$ cat src/rtl/bcd_counter_4digits_if.sv
// Command/status bundle between a controller and the 4-digit BCD counter.
// The master drives commands; the slave returns the count and its flags.
interface bcd_counter_4digits_if;
    logic        clear;
    logic        load;
    logic [15:0] load_val;
    logic        en;
    logic        up;
    logic [15:0] count;
    logic        wrap;
    logic        load_err;
    logic        is_zero;

    modport master (
        output clear, load, load_val, en, up,
        input  count, wrap, load_err, is_zero
    );

    modport slave (
        input  clear, load, load_val, en, up,
        output count, wrap, load_err, is_zero
    );
endinterface

$ cat src/rtl/bcd_counter_4digits.sv
// 4-digit packed-BCD up/down counter with clear, validated load and wrap pulse.
// 1-cycle latency on every command; no backpressure, a command is accepted every cycle.

module bcd_digit_slice (
    input  logic [3:0] dig_i,
    input  logic       up_i,
    input  logic       cy_i,
    output logic [3:0] dig_o,
    output logic       cy_o
);
    // cy_i/cy_o carry in the up direction and borrow in the down direction
    always_comb begin
        dig_o = dig_i;
        cy_o  = 1'b0;
        if (cy_i) begin
            if (up_i) begin
                if (dig_i == 4'd9) begin
                    dig_o = 4'd0;
                    cy_o  = 1'b1;
                end else begin
                    dig_o = dig_i + 4'd1;
                end
            end else begin
                if (dig_i == 4'd0) begin
                    dig_o = 4'd9;
                    cy_o  = 1'b1;
                end else begin
                    dig_o = dig_i - 4'd1;
                end
            end
        end
    end
endmodule

module bcd_counter_4digits (
    input  logic                      clk,
    input  logic                      rst_n,
    bcd_counter_4digits_if.slave      bus
);
    logic [15:0] count_q, count_d;
    logic        wrap_q, wrap_d;
    logic        load_err_q, load_err_d;

    logic [4:0]  cy;
    logic [15:0] step_val;
    logic        load_ok;

    assign cy[0] = 1'b1;

    for (genvar g = 0; g < 4; g++) begin : g_dig
        bcd_digit_slice u_slice (
            .dig_i (count_q[4*g +: 4]),
            .up_i  (bus.up),
            .cy_i  (cy[g]),
            .dig_o (step_val[4*g +: 4]),
            .cy_o  (cy[g+1])
        );
    end

    assign load_ok = (bus.load_val[15:12] <= 4'd9) && (bus.load_val[11:8] <= 4'd9) &&
                     (bus.load_val[7:4]   <= 4'd9) && (bus.load_val[3:0]  <= 4'd9);

    // A rejected load still pre-empts the count step, so the count simply holds
    always_comb begin
        count_d    = count_q;
        wrap_d     = 1'b0;
        load_err_d = load_err_q;
        if (bus.clear) begin
            count_d    = 16'h0000;
            load_err_d = 1'b0;
        end else if (bus.load) begin
            if (load_ok) begin
                count_d    = bus.load_val;
                load_err_d = 1'b0;
            end else begin
                load_err_d = 1'b1;
            end
        end else if (bus.en) begin
            count_d = step_val;
            wrap_d  = cy[4];
        end
    end

    always_ff @(posedge clk or negedge rst_n) begin
        if (!rst_n) begin
            count_q    <= 16'h0000;
            wrap_q     <= 1'b0;
            load_err_q <= 1'b0;
        end else begin
            count_q    <= count_d;
            wrap_q     <= wrap_d;
            load_err_q <= load_err_d;
        end
    end

    assign bus.count    = count_q;
    assign bus.wrap     = wrap_q;
    assign bus.load_err = load_err_q;
    assign bus.is_zero  = (count_q == 16'h0000);
endmodule

$ cat src/flat_wrapper.sv
// flat-port wrapper written by rule: the top's interface ports become plain ports
module bcd_counter_4digits_flat 
  (clk, rst_n, bus_clear, bus_load, bus_load_val, bus_en, bus_up, bus_count, bus_wrap, bus_load_err, bus_is_zero);
  bcd_counter_4digits_if bus_i ();
  input  logic clk;
  input  logic rst_n;
  input wire logic [$bits(bus_i.clear)-1:0] bus_clear;
  input wire logic [$bits(bus_i.load)-1:0] bus_load;
  input wire logic [$bits(bus_i.load_val)-1:0] bus_load_val;
  input wire logic [$bits(bus_i.en)-1:0] bus_en;
  input wire logic [$bits(bus_i.up)-1:0] bus_up;
  output wire logic [$bits(bus_i.count)-1:0] bus_count;
  output wire logic [$bits(bus_i.wrap)-1:0] bus_wrap;
  output wire logic [$bits(bus_i.load_err)-1:0] bus_load_err;
  output wire logic [$bits(bus_i.is_zero)-1:0] bus_is_zero;
  assign bus_i.clear = bus_clear;
  assign bus_i.load = bus_load;
  assign bus_i.load_val = bus_load_val;
  assign bus_i.en = bus_en;
  assign bus_i.up = bus_up;
  assign bus_count = bus_i.count;
  assign bus_wrap = bus_i.wrap;
  assign bus_load_err = bus_i.load_err;
  assign bus_is_zero = bus_i.is_zero;
  bcd_counter_4digits u_core (.clk(clk), .rst_n(rst_n), .bus(bus_i));
endmodule
$ cat config.mk
export PLATFORM = sky130hd
export DESIGN_NAME = bcd_counter_4digits_flat
export DESIGN_NICKNAME = d
export VERILOG_FILES = /design/src/rtl/bcd_counter_4digits_if.sv /design/src/rtl/bcd_counter_4digits.sv /design/src/flat_wrapper.sv
export SDC_FILE = /design/constraint.sdc
export NUM_CORES = 1
export LEC_CHECK = 0
export CAP_MARGIN = 20
export CORE_UTILIZATION = 31
export DETAILED_ROUTE_END_ITERATION = 10
export MAX_ROUTING_LAYER = met4
export PLACE_DENSITY = 0.58
export SLEW_MARGIN = 20
export SYNTH_ARGS = -nofsm -noshare
export SYNTH_HDL_FRONTEND = slang
export SYNTH_SLANG_ARGS = --single-unit
$ cat constraint.sdc
create_clock -name clk -period 2.25 [get_ports clk]
set_clock_uncertainty 0.05 [all_clocks]
set_input_delay 0.45 -clock clk [delete_from_list [all_inputs] [get_ports clk]]
set_output_delay 0.45 -clock clk [all_outputs]
set_load 0.02 [all_outputs]
==> results.py, run 1 <==
metrics = {
    "detailed_routing": {
        "wirelength_um": 5460,
        "drt-initial-drc-count": 121,
        "top_layer": "met4",
        "met2_wirelength_um": 2590,
        "wl_per_cell_um": 14.4,
        "ant_nets": 0,
        "met1_length_um": 2580,
        "drtPass1Iterations": 7,
        "num_vias": 1986,
        "wl_met3_um": 225,
        "vias_per_cell": 5.23,
        "drc": 2,
    },
    "global_route": {
        "grt_max_degree": 19,
        "grt_pass1_wl_um": 8690,
        "antenna_found_initial": 0,
        "overflow": 0,
        "gr-usage-all-layers_pct": 19.0,
        "grt_pass1_vias": 1799,
    },
    "final_layout": {
        "multiInputGateArea_um2": 1310,
        "final_core_util_pct": 50.6,
        "stdcell_area_um2": 2790,
        "fillers": 573,
        "diodes": 0,
        "fin_cells": 380,
        "nets": 343,
        "area_growth_pct": 57.1,
        "layout-drive-gt1-share_pct": 30.8,
        "final-seq-area_um2": 457,
    },
    "synth": {
        "synth_seq_cells": 18,
        "synth_cells": 222,
        "yosys_warnings": 0,
        "netlist-cell-type-count": 49,
        "synth_area_um2": 1770,
        "ys_top_cells_by_count": "nand2_1, a21oi_1, o21ai_0",
        "synth_most_common_cell": "nand2_1",
        "avgSynthCellArea_um2": 7.99,
        "synth_top_area_share_pct": 25.4,
        "synth_edf_count": 0,
        "synth.yosys.seq_area_share_pct": 25.4,
        "synth_nets": 256,
        "synthTopCellsByArea": "dfrtp_1, ha_1, a21oi_1",
        "synth_top_area_cell": "dfrtp_1",
        "ys.flop_type": "dfrtp_1",
        "ys_async_sr_fraction_pct": 100,
    },
    "sta": {
        "final_hold_viol_count": 0,
        "worst_slack_ps": -66.2,
        "finalSetupViolations": 4,
        "worst_pin_slew_ps": 389,
        "whs_ps": 463,
        "rsz0062_at_grt": "yes",
        "fin_crit_sh_pct": 103,
        "timing.slew.headroom_pct": 73.9,
        "layout_min_cycle_time_ps": 2320,
        "maxSlewViolCount": 0,
        "fmax_mhz": 432,
    },
    "die": {
        "placementRows": 27,
        "pin_count": 41,
        "die_y_um": 77.6,
        "die_w_um": 77.6,
        "fp.coreArea_um2": 5510,
        "start_util_pct": 32.2,
        "dieArea_um2": 6030,
    },
    "place": {
        "port-buffer-count": 40,
        "gp_congestion": 0.817,
        "hpwl_um": 4080,
        "dpl.cell_count": 373,
        "place_area_um2": 2610,
    },
    "worst_setup_path": {
        "critical_path.max_fanout": 4,
        "cp_cell_sequence": "inv_4 -> ha_4 -> or3b_4 -> a2111oi_4 -> a211oi_4 -> nor3_4 -> mux2_4",
        "cp_top_family": "simple AND/OR/NAND/NOR gates",
        "regToRegSetupSlack_ps": -70,
        "crit_buf_inv": 1,
        "slowest_stage": "dfrtp_2",
        "r2r_start": "u_core.bus.count[0]",
        "crit_arrival_ps": 2410,
        "regToRegEndpoint": "u_core.bus.count[14]",
        "path_class": "flop to flop",
        "critPathCaptureType": "flop",
        "max_stage_delay_ps": 430,
        "rr_worst_depth": 7,
        "worstPathRequired_ps": 2340,
        "startpoint_type": "flop",
    },
    "clock_tree": {
        "holdBufCountCts": 0,
        "cts_root_buf": "clkbuf_8",
        "insertion_delay_ps": 260,
        "path_clk_slew_ps": 80,
        "cts_sinks": 18,
        "htree_num_levels": 1,
        "cts_buffers": 3,
        "clock_path_buffers": 2,
        "cts_tree": "yes",
    },
    "worst_hold_path": {
        "hold_class": "input port to asynchronous set/reset pin",
    },
    "power": {
        "power_density_nw_per_um2": 634,
        "vdd_drop_max_mv": 0.316,
        "power.leakage_nw": 1.18,
        "finalPower_mw": 1.76,
    },
    "outcome": {
        "failed_checks": "design-rule violations, negative setup slack",
        "status": "finished, violations left",
    },
    "flow_run": {
        "maxCapViolations": 0,
    },
}
[cells by family (layout without fill, tap and decap cells)]
| group | Yosys count | count (layout) | share of synthesized area [%] |
|---|---|---|---|
| adders and majority gates | 12 | 12 | 8.47 |
| xor gates and xnor gates | 4 | 4 | 1.98 |
| muxes | 9 | 9 | 6.07 |
| AOI/OAI and AO/OA | 73 | 73 | 27.4 |
| and+or+nand+nor | 78 | 78 | 23.6 |
| buffers and inverters | 28 | 114 | 7.06 |
| DFF | 18 | 18 | 25.4 |
[sequential cells by signal, indices dropped and copies added, names as in the netlist]
register,flops
u_core.bus.load_err,1
u_core.bus.count,16
u_core.bus.wrap,1
[what timing repair did]
action	CTS	global route
pin swaps	2	5
setup endpoints to repair	9	11
gates resized for setup	15	18
setup buffers	1	2
[power by group]
part	leakage, nW	total (mW)	switching [mW]	internal, mW
clock network	0.0288	0.280	0.124	0.156
logic	0.920	1.08	0.538	0.539
registers	0.228	0.408	0.0309	0.377
[worst reg2reg max path, cell delays in order, from the launching register on]
cell and delay [ps]:
dfrtp_2 430, inv_4 80, ha_4 130, or3b_4 390, a2111oi_4 400, a211oi_4 110
nor3_4 280, mux2_4 340
[cell usage in the layout, fill, tap and decap left out, types with 4 or more instances in the layout]
cell type	count
nand2b_1	7
nor2b_1	6
dfrtp_2	5
mux2i_1	4
clkbuf_8	4
dfrtp_1	13
a211oi_1	4
inv_1	9
ha_1	9
clkdlybuf4s50_1	38
buf_4	57
nor2_1	13
nand2_1	24
a21oi_1	20
o31ai_1	7
o21ai_0	16
nand3_1	6
[how the worst max path moves through the flow]
stage                              from                   end  slack, ps  depth (start not counted)
global placement                 bus_up  u_core.bus.count[15]       -380                          6
CTS                 u_core.bus.count[0]  u_core.bus.count[15]        -90                          7
global route        u_core.bus.count[0]  u_core.bus.count[14]       -140                          7
floorplan           u_core.bus.count[0]  u_core.bus.count[13]        -40                          7
detailed placement               bus_up  u_core.bus.count[15]       -430                          6
finish              u_core.bus.count[0]  u_core.bus.count[14]        -70                          7
[metrics by stage]
stage          setup slack, ps  setup TNS (ps)
2_1_floorplan            -43.2            -135
3_3_place_gp              -383           -3710
3_5_place_dp              -426           -4210
4_1_cts                  -87.0            -326
5_1_grt                   -142            -682
6_report                 -66.2            -229
[per-layer routing]
metal  up-vias  global-route usage, %
met5         -                      -
met4         0                   5.28
met3         6                   3.06
met2        55                   30.9
met1       943                   24.5
li1        982                      -
[cell type report]
type	instances	area share (%)
clock buffers	4	1.98
repair buffers	96	29.3
multi-input cells	176	47.0
flip-flops and latches	18	16.4
well taps	72	3.23
inverters	14	2.07
Power figures use the tool's default switching activity.
==> run 2, diff against run 1 <==
- GPL_TIMING_DRIVEN: unset -> 1
==> results of run 2 <==
The final DEF is identical to that of run 1; final timing and power are the same.
